[config.mk]
export PLATFORM = sky130hd
export DESIGN_NAME = hilo_muldiv_unit
export DESIGN_NICKNAME = d
export VERILOG_FILES = /design/src/rtl/hilo_muldiv_unit.sv
export SDC_FILE = /design/constraint.sdc
export NUM_CORES = 1
export LEC_CHECK = 0
export BUFFER_PORTS_ARGS = -buffer_cell sky130_fd_sc_hd__buf_2
export CAP_MARGIN = 30
export CORE_AREA = 2 2 232 120
export DETAILED_ROUTE_END_ITERATION = 7
export DIE_AREA = 0 0 234 122
export GPL_TIMING_DRIVEN = 1
export PLACE_DENSITY = 0.81
export SLEW_MARGIN = 5
export SYNTH_ARGS = -nofsm -noshare
export SYNTH_HDL_FRONTEND = slang
export SYNTH_SLANG_ARGS = --single-unit
[constraint.sdc]
create_clock -name clk -period 9.65 [get_ports clk]
set_input_delay 2.895 -clock clk [delete_from_list [all_inputs] [get_ports clk]]
set_output_delay 2.895 -clock clk [all_outputs]
set_load 0.05 [all_outputs]
[src/rtl/hilo_muldiv_unit.sv]
// Purpose : HI/LO multiply/divide unit (MULT/MULTU/DIV/DIVU, MTHI/MTLO) with iterative radix-2 datapath.
// Latency : done_o pulses WIDTH+2 cycles after start_i is accepted; HI/LO hold the result in that cycle.
// Backpres: busy_o high while an operation is in flight; start_i and MTHI/MTLO are ignored while busy.
module hilo_muldiv_unit #(
   parameter int WIDTH = 32
) (
   input  logic             clk,
   input  logic             rst,
   input  logic             start_i,
   input  logic [1:0]       op_i,
   input  logic [WIDTH-1:0] a_i,
   input  logic [WIDTH-1:0] b_i,
   input  logic             flush_i,
   input  logic             mthi_i,
   input  logic             mtlo_i,
   input  logic [WIDTH-1:0] wdata_i,
   output logic             busy_o,
   output logic             done_o,
   output logic             div_zero_o,
   output logic [WIDTH-1:0] hi_o,
   output logic [WIDTH-1:0] lo_o
);

   localparam int CW = $clog2(WIDTH) + 1;
   localparam logic [WIDTH-1:0]   ZERO_W  = '0;
   localparam logic [2*WIDTH-1:0] ZERO_2W = '0;
   localparam logic [WIDTH:0]     ZERO_W1 = '0;

   typedef enum logic [1:0] {IDLE, CALC, FINISH} state_t;

   state_t           r_state;
   logic             r_busy;
   logic             r_done;
   logic             r_dz;
   logic [WIDTH-1:0] r_hi;
   logic [WIDTH-1:0] r_lo;
   // Working registers: r_acc_hi/r_acc_lo hold partial product or remainder/quotient.
   logic             r_is_div;
   logic             r_neg_q;     // product or quotient must be negated
   logic             r_neg_r;     // remainder must be negated (dividend sign)
   logic             r_div_zero;
   logic [WIDTH-1:0] r_b;         // multiplicand or divisor magnitude
   logic [WIDTH-1:0] r_acc_hi;
   logic [WIDTH-1:0] r_acc_lo;
   logic [CW-1:0]    r_cnt;

   logic             w_a_neg;
   logic             w_b_neg;
   logic [WIDTH-1:0] w_a_mag;
   logic [WIDTH-1:0] w_b_mag;
   logic [WIDTH:0]   w_mul_sum;
   logic [WIDTH:0]   w_rem_sh;
   logic [WIDTH:0]   w_rem_sub;
   logic             w_rem_ge;
   logic [WIDTH-1:0] w_step_hi;
   logic [WIDTH-1:0] w_step_lo;
   logic [2*WIDTH-1:0] w_prod;
   logic [WIDTH-1:0] w_fin_hi;
   logic [WIDTH-1:0] w_fin_lo;

   // Operand magnitudes at issue; op_i[0]=1 marks the unsigned variants.
   always_comb begin
      w_a_neg = ~op_i[0] & a_i[WIDTH-1];
      w_b_neg = ~op_i[0] & b_i[WIDTH-1];
      w_a_mag = w_a_neg ? (ZERO_W - a_i) : a_i;
      w_b_mag = w_b_neg ? (ZERO_W - b_i) : b_i;
   end

   // One radix-2 iteration: shift-add multiply, or restoring subtract divide.
   always_comb begin
      w_mul_sum = {1'b0, r_acc_hi} + (r_acc_lo[0] ? {1'b0, r_b} : ZERO_W1);
      w_rem_sh  = {r_acc_hi, r_acc_lo[WIDTH-1]};
      w_rem_ge  = (w_rem_sh >= {1'b0, r_b});
      w_rem_sub = w_rem_sh - {1'b0, r_b};
      if (r_is_div) begin
         w_step_hi = w_rem_ge ? w_rem_sub[WIDTH-1:0] : w_rem_sh[WIDTH-1:0];
         w_step_lo = {r_acc_lo[WIDTH-2:0], w_rem_ge};
      end else begin
         w_step_hi = w_mul_sum[WIDTH:1];
         w_step_lo = {w_mul_sum[0], r_acc_lo[WIDTH-1:1]};
      end
   end

   // Sign correction of the finished magnitude result; divide-by-zero forces LO to all ones.
   always_comb begin
      w_prod = {r_acc_hi, r_acc_lo};
      if (r_is_div) begin
         w_fin_hi = r_neg_r ? (ZERO_W - r_acc_hi) : r_acc_hi;
         if (r_div_zero) begin
            w_fin_lo = ~ZERO_W;
         end else begin
            w_fin_lo = r_neg_q ? (ZERO_W - r_acc_lo) : r_acc_lo;
         end
      end else begin
         if (r_neg_q) begin
            w_prod = ZERO_2W - {r_acc_hi, r_acc_lo};
         end
         w_fin_hi = w_prod[2*WIDTH-1:WIDTH];
         w_fin_lo = w_prod[WIDTH-1:0];
      end
   end

   // Control FSM with datapath and architectural HI/LO updates.
   always_ff @(posedge clk or posedge rst) begin
      if (rst) begin
         r_state    <= IDLE;
         r_busy     <= 1'b0;
         r_done     <= 1'b0;
         r_dz       <= 1'b0;
         r_hi       <= '0;
         r_lo       <= '0;
         r_is_div   <= 1'b0;
         r_neg_q    <= 1'b0;
         r_neg_r    <= 1'b0;
         r_div_zero <= 1'b0;
         r_b        <= '0;
         r_acc_hi   <= '0;
         r_acc_lo   <= '0;
         r_cnt      <= '0;
      end else begin
         r_done <= 1'b0;
         r_dz   <= 1'b0;
         case (r_state)
            IDLE: begin
               if (start_i && !flush_i) begin
                  r_state    <= CALC;
                  r_busy     <= 1'b1;
                  r_is_div   <= op_i[1];
                  r_neg_q    <= w_a_neg ^ w_b_neg;
                  r_neg_r    <= w_a_neg;
                  r_div_zero <= op_i[1] & (b_i == ZERO_W);
                  r_cnt      <= '0;
                  r_acc_hi   <= '0;
                  if (op_i[1]) begin
                     r_b      <= w_b_mag;
                     r_acc_lo <= w_a_mag;
                  end else begin
                     r_b      <= w_a_mag;
                     r_acc_lo <= w_b_mag;
                  end
               end else if (!start_i) begin
                  // start_i wins over a same-cycle MTHI/MTLO.
                  if (mthi_i) r_hi <= wdata_i;
                  if (mtlo_i) r_lo <= wdata_i;
               end
            end
            CALC: begin
               if (flush_i) begin
                  r_state <= IDLE;
                  r_busy  <= 1'b0;
               end else begin
                  r_acc_hi <= w_step_hi;
                  r_acc_lo <= w_step_lo;
                  r_cnt    <= r_cnt + CW'(1);
                  if (r_cnt == CW'(WIDTH - 1)) begin
                     r_state <= FINISH;
                  end
               end
            end
            FINISH: begin
               r_state <= IDLE;
               r_busy  <= 1'b0;
               if (!flush_i) begin
                  r_hi   <= w_fin_hi;
                  r_lo   <= w_fin_lo;
                  r_done <= 1'b1;
                  r_dz   <= r_div_zero;
               end
            end
            default: begin
               r_state <= IDLE;
               r_busy  <= 1'b0;
            end
         endcase
      end
   end

   assign busy_o     = r_busy;
   assign done_o     = r_done;
   assign div_zero_o = r_dz;
   assign hi_o       = r_hi;
   assign lo_o       = r_lo;

endmodule

# After elaboration in Yosys (flattened, before gate mapping)
# Cells that the tools add are included.
classes:
  add_sub_neg: 8
  order_cmp: 1
  n_eq_ne: 12
  mux: 44
  bitwise: 5
  reduce_logical: 12
op_table:
  columns: ["op", "n"]
  rows:
  - ["$mux W32", 25]
  - ["$pmux W32 S2", 4]
  - ["$sub A1 B32 Y32 const A", 4]
  - ["$mux W64", 1]
  - ["$sub A1 B64 Y64 const A", 1]
  - ["$add A32 B32 Y33", 1]
  - ["$ge A33 B32 Y1", 1]
  - ["$logic_not A32 Y1", 1]
  - ["$sub A32 B32 Y32", 1]
  - ["$ne A2 B2 Y1 const B", 8]
  - ["$mux W6", 2]
  - ["$pmux W6 S2", 1]
  - ["$reduce_and A5 Y1", 2]
  - ["$add A6 B1 Y6 const B", 1]
  - ["$eq A6 B5 Y1 const B", 1]
  - ["$mux W1", 6]
  - ["$mux W2", 3]
  - ["$reduce_and A2 Y1", 3]
  - ["$pmux W2 S2", 1]
  - ["$reduce_bool A2 Y1", 2]
  - ["$and A1 B1 Y1", 3]
  - ["$ne A3 B3 Y1 const B", 1]
  - ["$reduce_and A3 Y1", 1]
  - ["$eq A2 B1 Y1 const B", 1]
  - ["7 further kinds", 7]
totals:
  regBits: 175
  input_bits: 104
  out_inout_bits: 67
  wordCells: 96

# Longest topological paths before layout
depth:
  word_depth: 6
  ltp_mapped: 13
  depth_no_buf: 12

# Worst setup path before layout
# Ideal clock, no wire load.
synth_timing:
  path_kind: "input-to-reg"
  from: "in a_i[14]"
  to: "reg r_b[30]"
  setup_time_ps: 130
  arrival_time_ps: 4806
  required_time_ps: 9520
  path_slack_ps: 4714
  stages: 8
  path_buffers: 0
  path_cell_list: "or4_1 -> nor3_1 -> nand4_1 -> o41ai_1 -> xor2_1 -> nand2_1 -> o211ai_1 -> o21ai_0"
synth_between:
  elab_chain_len: 3
synth_lines:
  columns: ["item", "line", "rtl"]
  rows:
  - ["start, declared", "11", "input logic [WIDTH-1:0] a_i,"]
  - ["$sub A1 B32 Y32", "65", "w_a_mag = w_a_neg ? (ZERO_W - a_i) : a_i;"]
  - ["$mux W32", "65", null]
  - ["$mux W32", "134", "if (op_i[1]) begin"]
  - ["end signal, assigned", "135", "r_b <= w_b_mag;"]
  - ["end signal, assigned", "138", "r_b <= w_a_mag;"]
  - ["end, declared", "42", "logic [WIDTH-1:0] r_b;"]
# Every way passes these cells.
# A chain may end at the register's enable or synchronous reset.

# Final worst setup path
layout_timing:
  from: "in b_i[4]"
  to: "reg r_b[23]"
layout_between:
  elab_chain_len: 3
layout_lines:
  columns: ["item", "line", "rtl"]
  rows:
  - ["start, declared", "12", "input logic [WIDTH-1:0] b_i,"]
  - ["$sub A1 B32 Y32", "66", "w_b_mag = w_b_neg ? (ZERO_W - b_i) : b_i;"]
  - ["$mux W32", "66", null]
  - ["$mux W32", "134", null]
# Every way passes these cells.

==> flow_summary.toml <==
[yosys]
synthFlopType = "dfrtp_1"
syn_area_um2 = 15900
ys_seq_elements = 175
syn_nets = 2272
synth_cell_types = 82
synth.avg_cell_area_um2 = 7.58
syn_inst = 2097
ys_seq_area_share_pct = 27.5
synthArstFlopShare_pct = 100
synth-edff-count = 0
synth_warnings = 0

[die]
fp.dieW_um = 234
die_y_um = 122
io_pins = 171
start_util_pct = 59.2
rows = 43
fp.dieArea_um2 = 28500
core-area_um2 = 26800

[sta]
tns_ns = 0
tightest_slew_ns = 0.998
finalHoldViolCount = 0
setup_slack_ns = 4.41
drv_slew = 0
min_period_over_period_pct = 54.3
fmax_mhz = 191
rsz0062_at_grt = "false"
maxSlewHeadroom_pct = 33.4
finalClockSkew_ns = 0.0170
setup_viol = 0
period_minus_slack_ns = 5.24

[layout]
final_cell_mix = "a21oi_1, nor2_1, nand2_1"
drive_gt1_share_pct = 12.2
final_common_cell = "a21oi_1"
area_growth_pct = 10.0
fillers = 2338
fin_nets = 2339

[global_routing]
grt_pass1_vias = 15100
overflow = 0
grt_max_degree = 110
antenna_found_initial = 2
grt_usage_pct = 43.4
grt_pass1_wl_mm = 92.3

[worst_setup_path]
reg2reg_from = "r_acc_hi[9]"
critical_path_peak_fanout = 6
cp_slowest_cell = "nor4_1"
cpMostUsedCell = "o21ai_0"
critical_path_class = "in2reg"
r2r_slack_ns = 5.36
cp_data_arrival_time_ns = 5.55
critPathCaptureType = "flip-flop"
max_stage_delay_ns = 0.58
path_cells = "buf_2, nor4_1, nor4b_2, and3_1, nand2_1, o21ai_0, xor2_1, a211o_1, o21ai_0"
startpoint_type = "input port"
crit_start = "b_i[4]"
cp_data_required_time_ns = 9.96

[drt]
wl_per_cell_um = 24.7
drt_iter0_drc = 2601
ant_nets = 0
drcViolationCount = 0
post_drt_via_cell_ratio = 6.85
drt_pass1_iterations = 7
vias = 17400
routed_wl_mm = 62.8

[status]
outcome = "finished, final reports clean"

[clocking]
cts_inserted_buffers = 17
hold_buffers = 0
cts_root_buf = "clkbuf_16"
max-clock-path-buffers = 2
cts_resized = 0
insertion_delay_ns = 0.46
cts_tree = "done"
cts_setup_buffers = 0
h-tree-depth = 4
clock_sink_count = 175
clk_pin_slew_ns = 0.08

[run]
maxCapViolations = 0

[place]
port_buffers = 170
dp_hpwl_mm = 48.7
gp_congestion = 1.06
pre_cts_ws_ns = 4.14

[power]
swShare_pct = 54.1
power_switching_w = 0.00262
power_frac_seq_pct = 26.1
internal_power_w = 0.00223
p_comb_share_pct = 59.1
ir_worst_vdd_mv = 0.221
powerDensity_nw_per_um2 = 277
clkPwrFrac_pct = 14.8
leakage_nw = 7.71

[min_path]
hold_start = "lo_o[24]"
hp-class = "reg2reg"
critical path: cells and delay by family:
family                 cells  cell delay [ns]
buffers and inverters      1             0.12
AND/OR/NAND/NOR            4             1.69
AO/OA/AOI/OAI              3             0.56
XOR/XNOR                   1             0.29
cell type report:
class	count	area, um^2	area share [%]
Inverter	69	264	1.51
Clock buffer	17	425	2.43
Multi-Input combinational cell	1705	10700	61.2
Timing Repair Buffer	196	1090	6.21
Sequential cell	175	4380	25.0
Tap cell	360	450	2.57
Clock inverter	15	176	1.01
Antenna cell	2	5.00	0.0286
cell families after synthesis:
| kind of cell | count (synthesis) | synth area share [%] |
|---|---|---|
| DFF | 175 | 27.5 |
| and+or+nand+nor | 721 | 22.0 |
| adders and majority gates | 71 | 5.68 |
| muxes | 58 | 3.67 |
| buffers and inverters | 217 | 5.22 |
| xor gates and xnor gates | 163 | 8.98 |
| AOI/OAI and AO/OA | 692 | 26.9 |
power groups by stage:
stage / registers [W] / logic, W / clock network [W]
6_report: 0.00127 / 0.00287 / 0.000716
5_1_grt: 0.00126 / 0.00304 / 0.000746
4_1_cts: 0.00122 / 0.00272 / 0.000715
3_5_place_dp: 0.00123 / 0.00271 / 0
3_3_place_gp: 0.00123 / 0.00266 / 0
2_1_floorplan: 0.00120 / 0.00184 / 0
worst paths after layout:
| path | end | cells past startpoint |
|---|---|---|
| setup / recovery | r_b[23] | 9 |
| hold / removal | lo_o[24] | 2 |
| setup reg to reg | r_acc_hi[26] | 10 |
| hold reg to reg | lo_o[24] | 2 |
| max in group asynchronous | r_is_div | 4 |
| min in group asynchronous | lo_o[19] | 2 |
metrics by stage:
| stage | util, % | area (um^2) | std cells | hold slack [ns] | total power (W) |
|---|---|---|---|---|---|
| finish | 65.2 | 17500 | 2539 | 0.480 | 0.00485 |
| global route | 65.2 | 17500 | 2538 | 0.499 | 0.00505 |
| CTS | 65.0 | 17400 | 2534 | 0.482 | 0.00466 |
| detailed placement | 62.7 | 16800 | 2502 | 0.466 | 0.00394 |
| global placement | 62.6 | 16800 | 2499 | 0.455 | 0.00389 |
| floorplan | - | 15900 | 2097 | 0.443 | 0.00304 |
synth_stat cells (all sizes together), types with 46 or more instances:
cell    number  share of area, %
o21ai      195               6.2
a21oi      206               6.5
nor3        64               2.0
xor2        67               3.7
ha          69               5.4
clkbuf     129               3.0
mux2i       55               3.5
xnor2       96               5.3
nor2       203               4.8
nand3       46               1.4
inv         68               1.6
nand2      199               4.7
dfrtp      175                28
metal layers:
| layer | vias to the layer above | share of wire, % | GRT usage (%) |
|---|---|---|---|
| li1 | 7786 | - | - |
| met1 | 8122 | 42 | 64.7 |
| met2 | 1334 | 36 | 53.5 |
| met3 | 135 | 19 | 22.7 |
| met4 | 6 | 2.2 | 9.45 |
| met5 | - | 0.19 | 2.43 |
registers in the layout, indices dropped and copies added (netlist names):
signal / flops
lo_o: 32
r_neg_q: 1
r_state: 2
r_is_div: 1
r_neg_r: 1
r_b: 32
r_cnt: 6
done_o: 1
r_div_zero: 1
r_acc_lo: 32
div_zero_o: 1
busy_o: 1
r_acc_hi: 32
hi_o: 32
Note: power is estimated with default switching activity, not from simulation.
